[config.mk]
export PLATFORM = sky130hd
export DESIGN_NAME = adder_share_arbiter
export DESIGN_NICKNAME = d
export VERILOG_FILES = /design/src/rtl/adder_share_arbiter.sv
export SDC_FILE = /design/constraint.sdc
export NUM_CORES = 1
export LEC_CHECK = 0
export BUFFER_PORTS_ARGS = -buffer_cell sky130_fd_sc_hd__buf_2
export CAP_MARGIN = 20
export CORE_MARGIN = 4
export CORE_UTILIZATION = 53
export DETAILED_ROUTE_END_ITERATION = 10
export MAX_ROUTING_LAYER = met4
export PLACE_DENSITY = 0.86
export SETUP_SLACK_MARGIN = 0.5
export SLEW_MARGIN = 40
export SYNTH_ARGS = -nofsm -noshare
export SYNTH_HDL_FRONTEND = slang
export SYNTH_SLANG_ARGS = --single-unit
[constraint.sdc]
create_clock -name clk -period 4 [get_ports clk]
set_clock_uncertainty 0.15 [all_clocks]
set_input_delay 0 -clock clk [delete_from_list [all_inputs] [get_ports clk]]
set_output_delay 0 -clock clk [all_outputs]
set_load 0.01 [all_outputs]
[src/rtl/adder_share_arbiter.sv]
// adder_share_arbiter
// Shares one WIDTH-bit adder between NUM_REQ requesters. Requests are granted
// round-robin, each grant produces one registered sum plus carry-out, and the
// result is held on a valid/ready output until the downstream accepts it.
module adder_share_arbiter #(
    parameter int NUM_REQ = 4,
    parameter int WIDTH   = 8
) (
    input  logic                         clk,
    input  logic                         rst,
    input  logic [NUM_REQ-1:0]           req_valid,
    input  logic [NUM_REQ*WIDTH-1:0]     req_a,
    input  logic [NUM_REQ*WIDTH-1:0]     req_b,
    output logic [NUM_REQ-1:0]           req_ready,
    output logic                         res_valid,
    output logic [WIDTH-1:0]             res_data,
    output logic                         res_carry,
    output logic [$clog2(NUM_REQ)-1:0]   res_id,
    input  logic                         res_ready,
    output logic                         busy,
    output logic [7:0]                   op_count
);

    localparam int IDW = $clog2(NUM_REQ);
    localparam logic [IDW-1:0] ID_ONE = IDW'(1);

    typedef enum logic [1:0] {
        IDLE = 2'd0,
        EXEC = 2'd1,
        HOLD = 2'd2
    } state_t;

    state_t           state;
    state_t           state_next;
    logic [IDW-1:0]   rr_ptr;
    logic [IDW-1:0]   grant_idx;
    logic [IDW-1:0]   cand_idx;
    logic             grant_found;
    logic             grant_fire;
    logic [WIDTH-1:0] a_q;
    logic [WIDTH-1:0] b_q;
    logic [IDW-1:0]   g_q;
    logic [WIDTH:0]   sum_full;

    // Round-robin search: first valid requester starting at rr_ptr, wrapping.
    always_comb begin
        grant_found = 1'b0;
        grant_idx   = '0;
        cand_idx    = '0;
        for (int k = 0; k < NUM_REQ; k++) begin
            cand_idx = rr_ptr + IDW'(k);
            if (!grant_found && req_valid[cand_idx]) begin
                grant_found = 1'b1;
                grant_idx   = cand_idx;
            end
        end
    end

    // Next-state and grant decode; reset suppresses any grant in its cycle.
    always_comb begin
        state_next = state;
        req_ready  = '0;
        grant_fire = 1'b0;
        case (state)
            IDLE: begin
                if (grant_found && !rst) begin
                    req_ready[grant_idx] = 1'b1;
                    grant_fire           = 1'b1;
                    state_next           = EXEC;
                end
            end
            EXEC: begin
                state_next = HOLD;
            end
            HOLD: begin
                if (res_ready) begin
                    state_next = IDLE;
                end
            end
            default: begin
                state_next = IDLE;
            end
        endcase
    end

    // Full-width sum so the carry-out falls out as the top bit.
    always_comb begin
        sum_full = {1'b0, a_q} + {1'b0, b_q};
    end

    // State register.
    always_ff @(posedge clk) begin
        if (rst) begin
            state <= IDLE;
        end else begin
            state <= state_next;
        end
    end

    // Operand capture, result register, round-robin pointer and op counter.
    always_ff @(posedge clk) begin
        if (rst) begin
            rr_ptr    <= '0;
            op_count  <= 8'd0;
            res_valid <= 1'b0;
            res_data  <= '0;
            res_carry <= 1'b0;
            res_id    <= '0;
            a_q       <= '0;
            b_q       <= '0;
            g_q       <= '0;
        end else begin
            if (grant_fire) begin
                a_q    <= req_a[grant_idx*WIDTH +: WIDTH];
                b_q    <= req_b[grant_idx*WIDTH +: WIDTH];
                g_q    <= grant_idx;
                rr_ptr <= grant_idx + ID_ONE;
            end
            if (state == EXEC) begin
                {res_carry, res_data} <= sum_full;
                res_id                <= g_q;
                res_valid             <= 1'b1;
            end
            if (state == HOLD && res_ready) begin
                res_valid <= 1'b0;
                op_count  <= op_count + 8'd1;
            end
        end
    end

    assign busy = (state != IDLE);

endmodule
### After elaboration in Yosys (flattened, before gate mapping)

Cells that the tools add are included.

| word-level totals | value |
|---|---|
| flip-flop bits (word level) | 42 |
| input port bits | 71 |
| output and inout port bits | 25 |
| logic and storage cells | 67 |

| cells by class | value |
|---|---|
| add/subtract/negate cells | 6 |
| magnitude comparators | 6 |
| equality and inequality tests | 4 |
| shift operators | 2 |
| multiplexer cells | 25 |
| reduce and logical (&&, ||, !) cells | 14 |

Operators with widths:

| cell | number |
|---|---|
| 32-bit by 6-bit indexed part select with 8-bit output | 2 |
| 2-bit by 3-bit < comparator with 1-bit output, second input constant | 5 |
| 2-bit 2-to-1 mux | 6 |
| 1-bit 2-to-1 mux | 11 |
| 8-bit by 8-bit adder with 9-bit output | 1 |
| 8-bit by 1-bit adder with 8-bit output, second input constant | 1 |
| 1-bit binary-select mux with 2-bit select | 4 |
| 4-bit 2-to-1 mux | 2 |
| 1-bit logical AND | 6 |
| 2-bit case mux with 3 select lines | 1 |
| 2-bit by 1-bit adder with 2-bit output, second input constant | 2 |
| 2-bit adder, second input constant | 2 |
| 1-bit logical NOT | 4 |
| 2-bit inequality test, second input constant | 2 |
| 1-bit demux with 2-bit select | 1 |
| 2-bit by 1-bit == test with 1-bit output, second input constant | 1 |
| 2-bit == test, second input constant | 1 |
| 2-bit by 1-bit greater-or-equal comparator with 1-bit output, second input constant | 1 |
| 2-bit logical NOT | 1 |
| 2-bit AND reduction | 1 |
| 2-bit nonzero test | 1 |
| 2-bit OR reduction | 1 |

### Longest topological paths before layout

Gate-level depths: netlist (run 1).

| depth | value |
|---|---|
| depth in word-level cells | 18 |
| gate-level depth with buffers | 8 |
| gate-level depth less buffers | 7 |

### Least setup slack after synthesis (run 1)

OpenSTA, ideal clock, no wires.

| timing path | value |
|---|---|
| path type | reg2reg |
| from | reg a_q[0] |
| to | reg res_data[6] |
| library setup time | 0.122 ns |
| arrival time | 1.825 ns |
| data required time | 3.728 ns |
| setup slack | 1.903 ns |
| stages on the path, launching flop included | 8 |
| buffers on the path | 0 |
| clock period less this slack | 2.097 ns |
| cell sequence | dfxtp_1 ha_1 fa_1 a211oi_1 o21bai_1 a21oi_1 nor4_1 a221o_1 |

| between the ends | value |
|---|---|
| cells in the longest elaborated chain, start to end | 1 |

Ends and longest elaborated chain:

| what | line | source |
|---|---|---|
| start, declared | 40 | `logic [WIDTH-1:0] a_q;` |
| start signal, assigned | 114 | `a_q <= req_a[grant_idx*WIDTH +: WIDTH];` |
| 8-bit by 8-bit adder with 9-bit output | 88 | `sum_full = {1'b0, a_q} + {1'b0, b_q};` |
| end signal, assigned | 120 | `{res_carry, res_data} <= sum_full;` |
| end, declared | 16 | `output logic [WIDTH-1:0] res_data,` |

Every way passes these cells.
A chain may end at the register's enable or synchronous reset.

### Final worst setup path (run 1)

| timing path | value |
|---|---|
| from | reg rr_ptr[1] |
| to | reg a_q[6] |

| between the ends | value |
|---|---|
| cells in the longest elaborated chain, start to end | 15 |
| elaborated cells between the ends (all ways) | 29 |
| classes of those cells | 3 x add/sub; 1 x shift; 18 x mux; 7 x reduce/logical |

Ends and longest elaborated chain:

| what | line | source |
|---|---|---|
| start, declared | 35 | `logic [IDW-1:0] rr_ptr;` |
| start signal, assigned | 117 | `rr_ptr <= grant_idx + ID_ONE;` |
| branches (longest 15 deep; another with 2-bit by 1-bit adder with 2-bit output) | - |  |

Parallel ways; which one is timed is not known. The select of a mux whose other input is x is not followed.

==> results of run 1 <==
[final cells by class]
cell class              count  share of cell area [%]
well taps                  52                    1.86
clock inverters             2                    1.72
inverters                   3                   0.322
flip-flops and latches     42                    24.1
multi-input cells         204                    42.0
diodes                      1                  0.0716
clock buffers               6                    2.36
repair buffers            144                    27.6
[cells by family after synthesis]
kind of cell	count (synthesis)	synth area share [%]
simple gates	91	20.0
compound gates	64	19.1
flops	42	34.5
mux	30	12.3
buf+inv	20	5.34
fa+ha+maj	10	5.45
xor+xnor	9	3.24
[state kept, by name, summed over array words and instances, names as in the netlist]
signal,count
g_q,2
res_carry,1
op_count,8
a_q,8
res_valid,1
res_data,8
res_id,2
b_q,8
state,2
rr_ptr,2
[per-stage QoR]
stage	worst slack [ps]	hold slack (ps)	total power [mW]
after floorplan	1900	36.5	0.800
after global placement	1810	139	0.874
after detailed placement	1750	156	0.886
after CTS	834	45.3	1.38
after global routing	519	67.8	1.49
final	673	47.9	1.43
[report_power, final]
| part | internal (mW) | total (mW) | switching [mW] |
|---|---|---|---|
| Combinational | 0.244 | 0.499 | 0.254 |
| Clock | 0.266 | 0.421 | 0.155 |
| Sequential | 0.470 | 0.513 | 0.0428 |
[critical path, delay by kind of cell, from the launching register on]
kind            cells  cell delay (ps)
buf+inv             2             1210
flops               1              410
compound gates      4             1140
mux                 1              300
[cells in the final DEF, fill, tap and decap left out, types with 3 or more instances in the layout]
| cell type | Yosys | final |
|---|---|---|
| buf_2 | 4 | 95 |
| dlygate4sd3_1 | 0 | 49 |
| dfxtp_1 | 42 | 42 |
| mux2i_1 | 30 | 30 |
| nand3_1 | 21 | 21 |
| nor2_1 | 19 | 19 |
| nand2_1 | 16 | 16 |
| a21oi_1 | 15 | 15 |
| o221ai_1 | 12 | 12 |
| ha_1 | 9 | 9 |
| o21ai_0 | 7 | 7 |
| nand3b_1 | 7 | 7 |
| o211ai_1 | 6 | 6 |
| clkbuf_8 | 0 | 6 |
| nor3_1 | 5 | 5 |
| a211oi_1 | 5 | 5 |
| xor2_1 | 5 | 5 |
| a21bo_1 | 4 | 4 |
| xnor2_1 | 4 | 4 |
| inv_1 | 3 | 3 |
[how the worst max path moves through the flow]
stage	startpoint	to	slack, ps
floorplan	a_q[0]$_SDFFE_PP0P_	res_data[6]$_SDFFE_PP0N_	1900
global placement	a_q[0]$_SDFFE_PP0P_	res_data[6]$_SDFFE_PP0N_	1810
detailed placement	a_q[0]$_SDFFE_PP0P_	res_data[6]$_SDFFE_PP0N_	1750
CTS	rr_ptr[1]$_SDFFE_PP0P_	a_q[2]$_SDFFE_PP0P_	830
global route	rr_ptr[1]$_SDFFE_PP0P_	a_q[2]$_SDFFE_PP0P_	520
finish	rr_ptr[1]$_SDFFE_PP0P_	a_q[6]$_SDFFE_PP0P_	670
[layer usage]
layer / routed length [um] / up-vias / GRT usage [%] / part of all wire, %
met1: 3010 / 1304 / 34.6 / 35
met2: 4190 / 234 / 53.6 / 49
met5: 0 / - / - / 0
met3: 848 / 65 / 7.92 / 9.9
met4: 522 / 0 / 19.0 / 6.1
li1: - / 1260 / - / -
==> summary.txt, run 1 <==
Synthesis
  • Count of cell types in the netlist: 53
  • Synth Net Count: 347
  • Yosys top cell area share: 34.5%
  • Predominant post-synthesis flop cell: dfxtp_1
  • Yosys warns: 0
  • Most numerous cell in the Yosys netlist: dfxtp_1
  • FF+latch count, synth: 42
  • Post-Synthesis Cells: 266
  • Netlist area before placement: 0.00243 mm^2
  • Synth top area cells: dfxtp_1, mux2i_1, ha_1
  • Biggest area consumer among synthesized cells: dfxtp_1
  • Ys async rst share: 0%
  • Sequential share of the synthesized area: 34.5%
  • Commonest cells post-synth: dfxtp_1, mux2i_1, nand3_1, nor2_1, nand2_1
  • Number of synthesized flops with an enable pin: 0
  • Synth Area per Inst: 9.15 um^2

Setup path
  • Worst R2R Start: rr_ptr[1]$_SDFFE_PP0P_
  • CP Cell Sequence: a21oi_1 > o21a_1 > o22a_2 > mux2i_1 > dlygate4sd3_1 > o221ai_1 > dlygate4sd3_1
  • Reg-to-Reg End: a_q[6]$_SDFFE_PP0P_
  • Critical Path RT: 4030 ps
  • Worst path max stage delay: 680 ps
  • Kind of critical path: register to register
  • Crit path DAT: 3360 ps
  • CP Launch Type: register
  • Cell mode on critical path: dlygate4sd3_1
  • Crit Path Max Fanout: 28
  • Worst reg2reg setup slack: 670 ps
  • Crit. End Element: register
  • Worst reg-to-reg path cell count: 7
  • CP max stage cell: o22a_2

Power and ir drop
  • Leak Pwr: 1.62 nW
  • Power density over cell area: 410 mW/mm^2
  • Maximum vdd drop: 0.237 mV

Cells and area
  • Area occupied by multi-input gates: 0.00147 mm^2
  • Share of cells above drive strength 1: 27.9%
  • Area grow syn2layout: 43.5%
  • Register area: 841 um^2
  • Post-route design area: 0.00349 mm^2
  • Final design utilization: 79.2%
  • Final cell count without fillers: 454
  • Final nets: 481
  • # fillers: 268

STA
  • Slew @ Worst Pin: 801 ps
  • Fin crit share: 83.2%
  • Max-slew violations: 0
  • Min Tclk post-route: 3330 ps
  • Final Hold Fails: 0
  • Final TNS setup: 0 ps
  • Max Fclk: 301 MHz
  • Final Setup Violations: 0
  • Slew Limit Headroom: 46.6%
  • RSZ-0062 raised after global routing: false

CTS
  • Post-cts hold buffer count: 49
  • CTS buffer count: 5
  • Post-CTS Setup Bufs: 0
  • TritonCTS clock tree: done
  • H-Tree Depth: 2
  • Clk pin slew, worst setup/hold paths: 80 ps
  • Post-CTS sizing: 0
  • Worst-Skew Late Latency: 300 ps
  • Num Clock Sinks: 42
  • Root Driver: clkbuf_8
  • Buffer levels on the longest clock path: 2

Place
  • # placed instances: 396
  • DPL Wire Length: 4670 um
  • PortBufs: 95
  • Dpl cell area: 0.00286 mm^2
  • GPL Wtd Cong: 0.902

GRT
  • Vias in the first global route: 2789
  • Largest net degree at the start of global routing: 37
  • First-pass GRT wire length: 13600 um
  • Grt ovf: 0
  • GRT Util Overall: 32.3%
  • Initial antenna violation count: 1

Routing
  • Vias post-DR: 2863
  • Final wirelength: 8570 um
  • 1st-pass router iterations: 5
  • Vias per inst: 6.31
  • Routed Antenna Nets: 0
  • Routed len/inst: 18.9 um
  • Drt initial violations: 265
  • DRC: 0

Worst hold path
  • Hold path start: rst
  • Worst Hold End: g_q[0]$_SDFFE_PP0P_
  • Hold Crit Depth: 2
  • Hold/Removal Path Class: input pin to register

Floorplanning
  • Die width: 75.8 um
  • Initial Util: 55.2%
  • Row count: 24
  • Die height: 75.8 um
  • Top Ports: 96
  • Core Region: 0.00441 mm^2
  • DIE AREA: 0.00574 mm^2

Status
  • Status: complete, no violations

Run
  • Maxcap violations: 0
Power figures use the tool's default switching activity.
==> run 2: changes to the inputs <==
--- a/config.mk
+++ b/config.mk
@@ -8,10 +8,10 @@
 export BUFFER_PORTS_ARGS = -buffer_cell sky130_fd_sc_hd__buf_2
 export CAP_MARGIN = 20
 export CORE_MARGIN = 4
-export CORE_UTILIZATION = 53
+export CORE_UTILIZATION = 49
 export DETAILED_ROUTE_END_ITERATION = 10
 export MAX_ROUTING_LAYER = met4
-export PLACE_DENSITY = 0.86
+export PLACE_DENSITY = 0.8
 export SETUP_SLACK_MARGIN = 0.5
 export SLEW_MARGIN = 40
 export SYNTH_ARGS = -nofsm -noshare
==> constraint.sdc (replaced) <==
create_clock -name clk -period 3.38 [get_ports clk]
set_clock_uncertainty 0.15 [all_clocks]
set_input_delay 0 -clock clk [delete_from_list [all_inputs] [get_ports clk]]
set_output_delay 0 -clock clk [all_outputs]
set_load 0.01 [all_outputs]
==> run 2 against run 1 <==
Critical path depth unchanged. Sequential power increased by 19%. Critical path type unchanged. Final area is 2.6% higher. Critical endpoint is now b_q[6]$_SDFFE_PP0P_. Combinational power increased by 17%. Register-to-register slack got worse by 110 ps. Largest cell class unchanged.
==> summary.txt, run 2 (same netlist as run 1, synthesis figures left out) <==
Floorplanning
  • DIE AREA: 0.00616 mm^2
  • Core Region: 0.00475 mm^2
  • Top Ports: 96
  • Die height: 78.5 um
  • Die width: 78.5 um
  • Row count: 25
  • Initial Util: 51.2%

Power and ir drop
  • Combinational power share: 38.7%
  • Maximum vdd drop: 0.270 mV
  • Leak Pwr: 1.62 nW
  • Power density over cell area: 421 mW/mm^2
  • Internal: 1.01 mW
  • Clock network fraction of design power: 20.9%
  • Seq pwr share: 40.4%
  • Switching fraction of total power: 33.2%
  • Psw: 0.501 mW

CTS
  • TritonCTS clock tree: done
  • Buffer levels on the longest clock path: 2
  • Post-CTS Setup Bufs: 0
  • CTS buffer count: 5
  • H-Tree Depth: 2
  • Worst-Skew Late Latency: 290 ps
  • Clk pin slew, worst setup/hold paths: 70 ps
  • Num Clock Sinks: 42
  • Root Driver: clkbuf_8

STA
  • WHS: 61.9 ps
  • Final Hold Fails: 0
  • Slew @ Worst Pin: 751 ps
  • Slew Limit Headroom: 49.8%
  • Final TNS setup: 0 ps
  • Max Fclk: 355 MHz
  • PnR worst setup slack: 560 ps
  • Max-slew violations: 0
  • RSZ-0062 raised after global routing: false
  • Min Tclk post-route: 2820 ps
  • Fin crit share: 83.4%
  • Final Setup Violations: 0

Setup path
  • Crit path DAT: 2840 ps
  • Critical Path RT: 3400 ps
  • Worst reg2reg setup slack: 560 ps
  • CP Launch Type: register
  • Kind of critical path: register to register
  • Crit Path Max Fanout: 8
  • Reg-to-Reg End: b_q[6]$_SDFFE_PP0P_
  • Worst R2R Start: rr_ptr[1]$_SDFFE_PP0P_
  • Worst path max stage delay: 600 ps
  • CP Cell Sequence: mux2i_1 > o22a_2 > nand2_4 > mux2i_1 > dlygate4sd3_1 > o211ai_1 > dlygate4sd3_1
  • Crit. End Element: register
  • Worst reg-to-reg path cell count: 7
  • CP max stage cell: dlygate4sd3_1

Cells and area
  • Most frequent cells in the layout: buf_2, dlygate4sd3_1, dfxtp_1, mux2i_1, nand3_1
  • Commonest non-fill, non-tap cell in the layout: buf_2
  • Final nets: 493
  • Area grow syn2layout: 47.3%
  • Share of cells above drive strength 1: 27.5%

Place
  • Pre-CTS setup slack: 1140 ps
  • DPL Wire Length: 4580 um
  • PortBufs: 95
  • GPL Wtd Cong: 0.873

Worst hold path
  • Hold/Removal Path Class: input pin to register
  • Worst Hold End: g_q[0]$_SDFFE_PP0P_
  • Hold Crit Depth: 2
  • Hold path start: rst

GRT
  • First-pass GRT wire length: 13100 um
  • Grt ovf: 0
  • Initial antenna violation count: 1
  • Vias in the first global route: 2801
  • GRT Util Overall: 27.7%
  • Largest net degree at the start of global routing: 37

Routing
  • Vias post-DR: 2827
  • Vias per inst: 5.90
  • 1st-pass router iterations: 5
  • Drt initial violations: 225
  • DRC: 0
  • Routed Antenna Nets: 0
  • Routed len/inst: 17.5 um
  • Final wirelength: 8370 um

Status
  • Status: complete, no violations

Run
  • Maxcap violations: 0
[run 2: power groups by stage]
stage          clock (mW)  combinational [mW]  sequential [mW]
2_1_floorplan           0               0.343            0.604
3_3_place_gp            0               0.429            0.607
3_5_place_dp            0               0.439            0.609
4_1_cts             0.320               0.545            0.598
5_1_grt             0.337               0.629            0.615
6_report            0.316               0.584            0.609
[run 2: through the flow]
step                area (um^2)  power (mW)  utilization, %  cells
finish                     3590        1.51            75.4    479
global route               3590        1.58            75.4    479
CTS                        3570        1.46            75.1    478
detailed placement         2880        1.05            60.5    411
global placement           2880        1.04            60.5    411
floorplan                  2430       0.947               -    266
[run 2: worst max-delay path: cells and delay by family, from the launching register on]
kind	cells	cell delay, ps
AO/OA/AOI/OAI	2	350
buffers and inverters	2	1190
flip-flops	1	430
multiplexers	2	470
AND/OR/NAND/NOR	1	110
[run 2: area by class of cell]
type,instances,area [um^2]
Fill cell,335,1170
Clock buffer,6,82.6
Antenna cell,1,2.50
Multi-Input combinational cell,204,1480
Tap cell,67,83.8
Sequential cell,42,842
Inverter,3,11.3
Timing Repair Buffer,156,1090
[run 2: how the worst max path moves through the flow]
stage	slack [ps]	start	endpoint
floorplan	1280	a_q[0]$_SDFFE_PP0P_	res_data[6]$_SDFFE_PP0N_
global route	490	rr_ptr[1]$_SDFFE_PP0P_	b_q[6]$_SDFFE_PP0P_
detailed placement	1140	a_q[0]$_SDFFE_PP0P_	res_data[6]$_SDFFE_PP0N_
global placement	1200	a_q[0]$_SDFFE_PP0P_	res_data[6]$_SDFFE_PP0N_
finish	560	rr_ptr[1]$_SDFFE_PP0P_	b_q[6]$_SDFFE_PP0P_
CTS	550	rr_ptr[1]$_SDFFE_PP0P_	b_q[4]$_SDFFE_PP0P_
[run 2: per-layer routing]
| metal | up-vias | part of all wire [%] | track usage, % |
|---|---|---|---|
| li1 | 1286 | - | - |
| met1 | 1297 | 36 | 29.6 |
| met2 | 192 | 50 | 47.3 |
| met3 | 52 | 7.9 | 4.93 |
| met4 | 0 | 5.8 | 17.8 |
| met5 | - | 0 | - |
[run 2: timing repair]
| item | 4_1_cts | 5_1_grt |
|---|---|---|
| setup endpoints to repair | 0 | 7 |
| endpoints found under the hold margin | 17 | 0 |
| resized for setup | 0 | 4 |
| hold buffers | 61 | 0 |
